===== src/rtl/uart_command_receiver.sv =====
// uart_command_receiver: 8N1 UART receiver that decodes single-byte host commands
// into activate/counter_reset/channel_mask controls, exposing raw bytes for loopback.
module uart_command_receiver #(
  parameter int         CLKS_PER_BIT     = 173,
  parameter int         ARG_TIMEOUT_CLKS = 3460,
  parameter logic [3:0] MASK_RESET       = 4'hF
) (
  input  logic       clk,
  input  logic       reset,
  input  logic       rx_in,
  output logic [7:0] rx_byte,
  output logic       rx_valid,
  output logic       frame_error,
  output logic       activate,
  output logic       counter_reset,
  output logic [3:0] channel_mask,
  output logic       cmd_error
);
  localparam int CW = $clog2(CLKS_PER_BIT);
  localparam int TW = $clog2(ARG_TIMEOUT_CLKS + 1);
  localparam logic [CW-1:0] BIT_LAST  = CW'(CLKS_PER_BIT - 1);
  localparam logic [CW-1:0] HALF_LAST = CW'((CLKS_PER_BIT - 1) / 2 - 1);
  localparam logic [TW-1:0] TMO_LOAD  = TW'(ARG_TIMEOUT_CLKS);
  typedef enum logic [2:0] {R_IDLE, R_START, R_DATA, R_STOP, R_WAIT_HIGH} rx_state_t;
  typedef enum logic {D_IDLE, D_ARG} cmd_state_t;
  rx_state_t rx_state, rx_state_n;
  cmd_state_t cmd_state, cmd_state_n;
  logic rx_s1, rx_s2, rx_q;
  logic [CW-1:0] clk_cnt, clk_cnt_n;
  logic [2:0] bit_cnt, bit_cnt_n;
  logic [7:0] shift, shift_n, rx_byte_n;
  logic rx_valid_n, frame_error_n;
  logic [TW-1:0] tmo, tmo_n;
  logic activate_n, counter_reset_n, cmd_error_n;
  logic [3:0] mask_n;
  logic line;
  assign line = rx_s2;
  always_ff @(posedge clk or negedge reset)
    if (!reset) begin
      rx_s1       <= 1'b1;
      rx_s2       <= 1'b1;
      rx_q        <= 1'b1;
      rx_state    <= R_IDLE;
      clk_cnt     <= '0;
      bit_cnt     <= '0;
      shift       <= '0;
      rx_byte     <= '0;
      rx_valid    <= 1'b0;
      frame_error <= 1'b0;
    end else begin
      rx_s1       <= rx_in;
      rx_s2       <= rx_s1;
      rx_q        <= rx_s2;
      rx_state    <= rx_state_n;
      clk_cnt     <= clk_cnt_n;
      bit_cnt     <= bit_cnt_n;
      shift       <= shift_n;
      rx_byte     <= rx_byte_n;
      rx_valid    <= rx_valid_n;
      frame_error <= frame_error_n;
    end
  always_comb begin
    rx_state_n    = rx_state;
    clk_cnt_n     = clk_cnt;
    bit_cnt_n     = bit_cnt;
    shift_n       = shift;
    rx_byte_n     = rx_byte;
    rx_valid_n    = 1'b0;
    frame_error_n = 1'b0;
    case (rx_state)
      R_IDLE:
        if (rx_q && !line) begin
          rx_state_n = R_START;
          clk_cnt_n  = '0;
          bit_cnt_n  = '0;
        end
      R_START:
        if (clk_cnt == HALF_LAST) begin
          clk_cnt_n  = '0;
          rx_state_n = line ? R_IDLE : R_DATA;
        end else clk_cnt_n = clk_cnt + 1'b1;
      R_DATA:
        if (clk_cnt == BIT_LAST) begin
          clk_cnt_n  = '0;
          shift_n    = {line, shift[7:1]};
          bit_cnt_n  = bit_cnt + 1'b1;
          rx_state_n = (bit_cnt == 3'd7) ? R_STOP : R_DATA;
        end else clk_cnt_n = clk_cnt + 1'b1;
      R_STOP:
        if (clk_cnt == BIT_LAST) begin
          clk_cnt_n     = '0;
          rx_byte_n     = line ? shift : rx_byte;
          rx_valid_n    = line;
          frame_error_n = !line;
          rx_state_n    = line ? R_IDLE : R_WAIT_HIGH;
        end else clk_cnt_n = clk_cnt + 1'b1;
      R_WAIT_HIGH: rx_state_n = line ? R_IDLE : R_WAIT_HIGH;
      default: rx_state_n = R_IDLE;
    endcase
  end
  always_ff @(posedge clk or negedge reset)
    if (!reset) begin
      cmd_state     <= D_IDLE;
      tmo           <= '0;
      activate      <= 1'b0;
      counter_reset <= 1'b0;
      channel_mask  <= MASK_RESET;
      cmd_error     <= 1'b0;
    end else begin
      cmd_state     <= cmd_state_n;
      tmo           <= tmo_n;
      activate      <= activate_n;
      counter_reset <= counter_reset_n;
      channel_mask  <= mask_n;
      cmd_error     <= cmd_error_n;
    end
  // A byte arriving in ARG takes priority over a timeout expiring in the same cycle.
  always_comb begin
    cmd_state_n     = cmd_state;
    tmo_n           = tmo;
    activate_n      = activate;
    counter_reset_n = 1'b0;
    mask_n          = channel_mask;
    cmd_error_n     = 1'b0;
    if (cmd_state == D_IDLE) begin
      if (rx_valid) begin
        if (rx_byte == 8'h41) activate_n = 1'b1;
        else if (rx_byte == 8'h53) activate_n = 1'b0;
        else if (rx_byte == 8'h52) begin
          activate_n      = 1'b0;
          counter_reset_n = 1'b1;
        end else if (rx_byte == 8'h4D) begin
          cmd_state_n = D_ARG;
          tmo_n       = TMO_LOAD;
        end else cmd_error_n = 1'b1;
      end
    end else begin
      tmo_n = (tmo != '0) ? tmo - 1'b1 : tmo;
      if (rx_valid) begin
        cmd_state_n = D_IDLE;
        mask_n      = (rx_byte[7:4] == 4'h0) ? rx_byte[3:0] : channel_mask;
        cmd_error_n = (rx_byte[7:4] != 4'h0);
      end else if (frame_error || tmo <= TW'(1)) begin
        cmd_state_n = D_IDLE;
        cmd_error_n = 1'b1;
      end
    end
  end
endmodule

===== config.mk =====
export PLATFORM = sky130hd
export DESIGN_NAME = uart_command_receiver
export DESIGN_NICKNAME = d
export VERILOG_FILES = /design/src/rtl/uart_command_receiver.sv
export SDC_FILE = /design/constraint.sdc
export NUM_CORES = 1
export LEC_CHECK = 0
export ABC_AREA = 1
export CAP_MARGIN = 5
export CORE_MARGIN = 4
export CORE_UTILIZATION = 40
export DETAILED_ROUTE_END_ITERATION = 8
export GPL_TIMING_DRIVEN = 1
export PLACE_DENSITY_LB_ADDON = 0.05
export SYNTH_ARGS = -nofsm -noshare
export SYNTH_HDL_FRONTEND = slang
export SYNTH_SLANG_ARGS = --single-unit

===== constraint.sdc =====
create_clock -name clk -period 2.05 [get_ports clk]
set_input_delay 0.3075 -clock clk [delete_from_list [all_inputs] [get_ports clk]]
set_output_delay 0.3075 -clock clk [all_outputs]
set_load 0.02 [all_outputs]

== Word-level counts from Yosys, hierarchy flattened ==
Cells that the tools add are included.

* Logic and storage cells: 111
* Output and inout bits: 17
* Bits of input ports: 3
* Flip-flop bits (word level): 55

* Equal/unequal tests: 19
* Bitwise logic cells: 1
* Reduce and logical (&&, ||, !) cells: 21
* Add/sub/neg operators: 3
* $lt $le $gt $ge: 1
* Multiplexer cells: 50

{| class="wikitable"
|+ Operators by type and width
! kind !! count
|-
| 12-bit 2-to-1 mux || 7
|-
| 8-bit by 7-bit equality test with 1-bit output (second input constant) || 5
|-
| 1-bit 2-to-1 mux || 29
|-
| 8-bit 2-to-1 mux || 3
|-
| 8-bit one-hot mux with 3 select lines || 1
|-
| 3-bit 2-to-1 mux || 7
|-
| 3-bit one-hot mux with 5 select lines || 1
|-
| 2-bit != test (second input constant) || 7
|-
| 12-bit by 1-bit less-or-equal comparator with 1-bit output (second input constant) || 1
|-
| 3-bit AND reduction || 4
|-
| 12-bit nonzero test || 1
|-
| 12-bit by 1-bit subtractor with 12-bit output (second input constant) || 1
|-
| 8-bit by 1-bit adder with 8-bit output (second input constant) || 1
|-
| 8-bit equality test (second input constant) || 1
|-
| 3-bit by 2-bit equality test with 1-bit output (second input constant) || 2
|-
| 3-bit equality test (second input constant) || 2
|-
| 3-bit one-hot mux with 2 select lines || 1
|-
| 6-bit AND reduction || 1
|-
| 2-bit nonzero test || 3
|-
| 3-bit nonzero test || 2
|-
| 4-bit zero test || 1
|-
| 2-bit AND reduction || 2
|-
| 4-bit AND reduction || 1
|-
| 4-bit nonzero test || 1
|-
| other kinds (10) || 10
|}

== Logic depth before layout (Yosys ltp) ==
* Depth after elaboration: 7
* Mapped depth: 10
* Mapped depth without buffers: 10

== Least setup slack after synthesis ==
Ideal clock, no wire load.

* Kind: reg2reg
* Start point: register clk_cnt[0]
* End point: register rx_byte[7]
* Period minus slack after synthesis: 1.456 ns
* Path buffers: 1
* Slack: 0.594 ns
* Required time: 1.931 ns
* Cell stages (with the launch flop): 11
* Library setup time: 0.119 ns
* Arrival time: 1.337 ns
* Path through: dfrtp_1 -> inv_1 -> ha_1 -> nand2_1 -> nor2_2 -> nand2_2 -> clkinv_2 -> nand3_4 -> buf_6 -> nand2_1 -> o21ai_2

* Cells in the longest elaborated chain, start to end: 2

{| class="wikitable"
|+ RTL lines
! what !! RTL line !! RTL
|-
| start: declaration || 29 || <nowiki>logic [CW-1:0] clk_cnt, clk_cnt_n;</nowiki>
|-
| start signal: assignment || 55 || <nowiki>clk_cnt <= clk_cnt_n;</nowiki>
|-
| 8-bit equality test || 90 || <nowiki>if (clk_cnt == BIT_LAST) begin</nowiki>
|-
| 3-bit AND reduction (no line) || -- ||
|-
| end signal: assignment || 58 || <nowiki>rx_byte <= rx_byte_n;</nowiki>
|-
| end: declaration || 11 || <nowiki>output logic [7:0] rx_byte,</nowiki>
|}

Every way passes these cells.
A chain may end at the register's enable or synchronous reset.

== Final worst setup path ==
* Start point: register channel_mask[0]
* End point: output port channel_mask[0]

{| class="wikitable"
|+ RTL lines
! what !! RTL line !! RTL
|-
| start: declaration || 16 || <nowiki>output logic [3:0] channel_mask,</nowiki>
|-
| start signal: assignment || 114 || <nowiki>channel_mask <= mask_n;</nowiki>
|}

No word-level cell between the ends.

==> reports/qor.yml <==
sta:
  setup_ws_ns: 0.299
  clock_skew_ns: 0.00709
  setup_viol: 0
  rsz0062_at_grt: "false"
  worst_pin_slew_ns: 0.491
  finalCritPeriodShare_pct: 85.4
  max_freq_ghz: 0.571
  maxSlewViolCount: 0
  setup_tns_ns: 0
  finalHoldViolCount: 0
  layout_min_cycle_time_ns: 1.75
  max_slew_margin_pct: 67.3
detailed_routing:
  vias_per_cell: 4.84
  drcViolationCount: 0
  drt_wl_total_um: 5580
  first_pass_iters: 4
  vias: 2338
  post_drt_wl_per_cell_um: 11.6
  drt_iter0_drc: 122
  ant_nets: 0
power:
  power_density_nw_per_um2: 723
  ir_drop_mv: 0.381
  p_leak_nw: 1.61
  finalPower_mw: 2.40
die:
  die_x_um: 93.0
  die_h_um: 93.0
  die-area_um2: 8650
  core_um2: 6910
  ios: 20
  num_rows: 30
  initial_core_util_pct: 41.8
global_routing:
  grt-ovfl-total: 0
  grt_max_degree: 36
  grt_pass1_vias: 2181
  grt_usage_pct: 14.3
  grt_pass1_wl_um: 10100
  antenna_found_initial: 0
cts:
  clockBufferDepth: 2
  post-cts-setup-buffer-count: 0
  ctsRootBufferMaster: "clkbuf_8"
  cts_max_level: 2
  clock_latency_ns: 0.31
  clk_pin_slew_ns: 0.10
  cts_sinks: 55
  cts_tree: "built"
  numCtsBuffers: 5
  cts_resized: 0
yosys:
  synth-xor-area-share_pct: 0.909
  synth_edf_count: 0
  ys_types: 34
  yosys_most_used_dff: "dfrtp_1"
  synth_top_family_by_area: "simple AND/OR/NAND/NOR gates"
  syn_area_um2: 2890
  yosys.area_share.adder_pct: 3.46
  synth_cells: 361
  synth_compound_area_share_pct: 8.23
  syn_area_per_cell_um2: 8.01
  mappedNetlistNets: 372
  ys_warn_count: 0
  ys_async_sr_fraction_pct: 100
  synthSimpleGateAreaFrac_pct: 32.5
  synth_seq_cells: 55
  ys_seq_area_share_pct: 47.9
  synthMuxAreaShare_pct: 0
final_layout:
  regArea_um2: 1390
  nFillCells: 704
  fin_nets: 397
  drive_gt1_share_pct: 10.1
  area_growth_pct: 14.8
  multi_input_area_um2: 1300
  antennaDiodeCount: 0
  finalCoreUtilization_pct: 48.1
outcome:
  status: "completed"
critical_path:
  crit_path_end_kind: "primary output"
  cp.required_ns: 1.74
  worst-path-buf-inv: 1
  cp.arrival_ns: 1.44
  path_class: "flip-flop to primary output"
  critPathLaunchType: "flip-flop"
  cpMaxStageDelayCell: "clkdlybuf4s50_1"
  crit_chain: "clkdlybuf4s50_1"
  max_stage_delay_ns: 0.59
  critPathTopFamily: "buffers and inverters"
  crit_path_max_fanout: 2
placement:
  place_congestion: 0.860
  dp_hpwl_um: 4230
  pre_cts_ws_ns: 0.366
  io_buffers: 19
flow_run:
  cap_violations: 0
worst_hold_path:
  min_path_type: "flip-flop to flip-flop"
cells in the mapped netlist (6+ instances only):
cell type / instances / area [µm²]
nand2_1: 106 / 398
dfrtp_1: 48 / 1200
inv_1: 45 / 169
nor2_1: 38 / 143
nand3_1: 32 / 160
o21ai_0: 15 / 75.1
o21ai_1: 12 / 60.1
ha_1: 8 / 100
dfstp_2: 7 / 184
nand4_1: 7 / 43.8
o21ai_2: 7 / 61.3
nor3_1: 6 / 30.0
where the power goes:
part	switching (mW)	internal [mW]	total [mW]
registers	0.0846	1.16	1.25
logic	0.280	0.144	0.424
clock network	0.362	0.370	0.732
metrics by stage:
step | instances | cell area [µm²] | hold slack [ns]
floorplan | 361 | 2890 | 0.0119
global placement | 474 | 3200 | 0.307
detailed placement | 474 | 3200 | 0.301
CTS | 483 | 3320 | 0.362
global route | 483 | 3320 | 0.367
finish | 483 | 3320 | 0.361
area by class of cell:
| cell class | count | share of cell area [%] |
|---|---|---|
| clock buffers | 6 | 2.19 |
| clock inverters | 2 | 1.17 |
| inverters | 47 | 5.35 |
| multi-input cells | 255 | 39.2 |
| flip-flops and latches | 55 | 41.7 |
| well taps | 96 | 3.62 |
| repair buffers | 22 | 6.71 |
layout by cell type (no fill, tap or decap), drive strengths merged:
cell type and instances:
o21ai 34, nand4 7, nand3b 3, clkinv 1, dfrtp 48, a31oi 1, inv 47, nor4 1
clkdlybuf4s50 18, a21oi 2, buf 3, nand3 34, nor3 8, o211ai 1, xor2 3, clkbuf 6
dfstp 7, bufinv 1, nor2 41, ha 8, dlygate4sd3 1, nand2 110, o22ai 1, and2 1
final timing paths:
path | from | end | slack [ns] | depth (start not counted)
max in group asynchronous | reset | line | 0.95 | 3
worst max register to register | clk_cnt[0] | bit_cnt[0] | 0.37 | 9
worst min-delay path | rx_s1 | line | 0.36 | 0
worst max-delay path | channel_mask[0] | channel_mask[0] | 0.30 | 1
min in group asynchronous | reset | tmo[9] | 0.48 | 2
worst min register to register | rx_s1 | line | 0.36 | 0
flip-flops by register name, summed over array words and instances (netlist names):
register,cells
frame_error,1
cmd_state,1
clk_cnt,8
counter_reset,1
rx_q,1
rx_byte,8
tmo,12
channel_mask,4
cmd_error,1
bit_cnt,3
shift,8
line,1
rx_state,3
rx_s1,1
rx_valid,1
activate,1
layer usage:
| layer | routed length, µm | up-vias | GRT usage [%] |
|---|---|---|---|
| met3 | 215 | 10 | 3.22 |
| met1 | 2630 | 1080 | 18.7 |
| met5 | 0 | - | 0 |
| met4 | 98 | 0 | 4.76 |
| met2 | 2640 | 42 | 23.4 |
| li1 | - | 1206 | - |
cell families (layout without fill, tap and decap cells):
family                     count (synthesis)  count (layout)
and+or+nand+nor                          205             205
DFF                                       55              55
buffers and inverters                     51              77
AOI/OAI and AO/OA                         39              39
adders and majority gates                  8               8
xor gates and xnor gates                   3               3
timing repair:
item                                    CTS  global route
endpoints found under the setup margin    0             0
endpoints found under the hold margin    16             0
hold buffers                              1             0
Power figures use the tool's default switching activity.
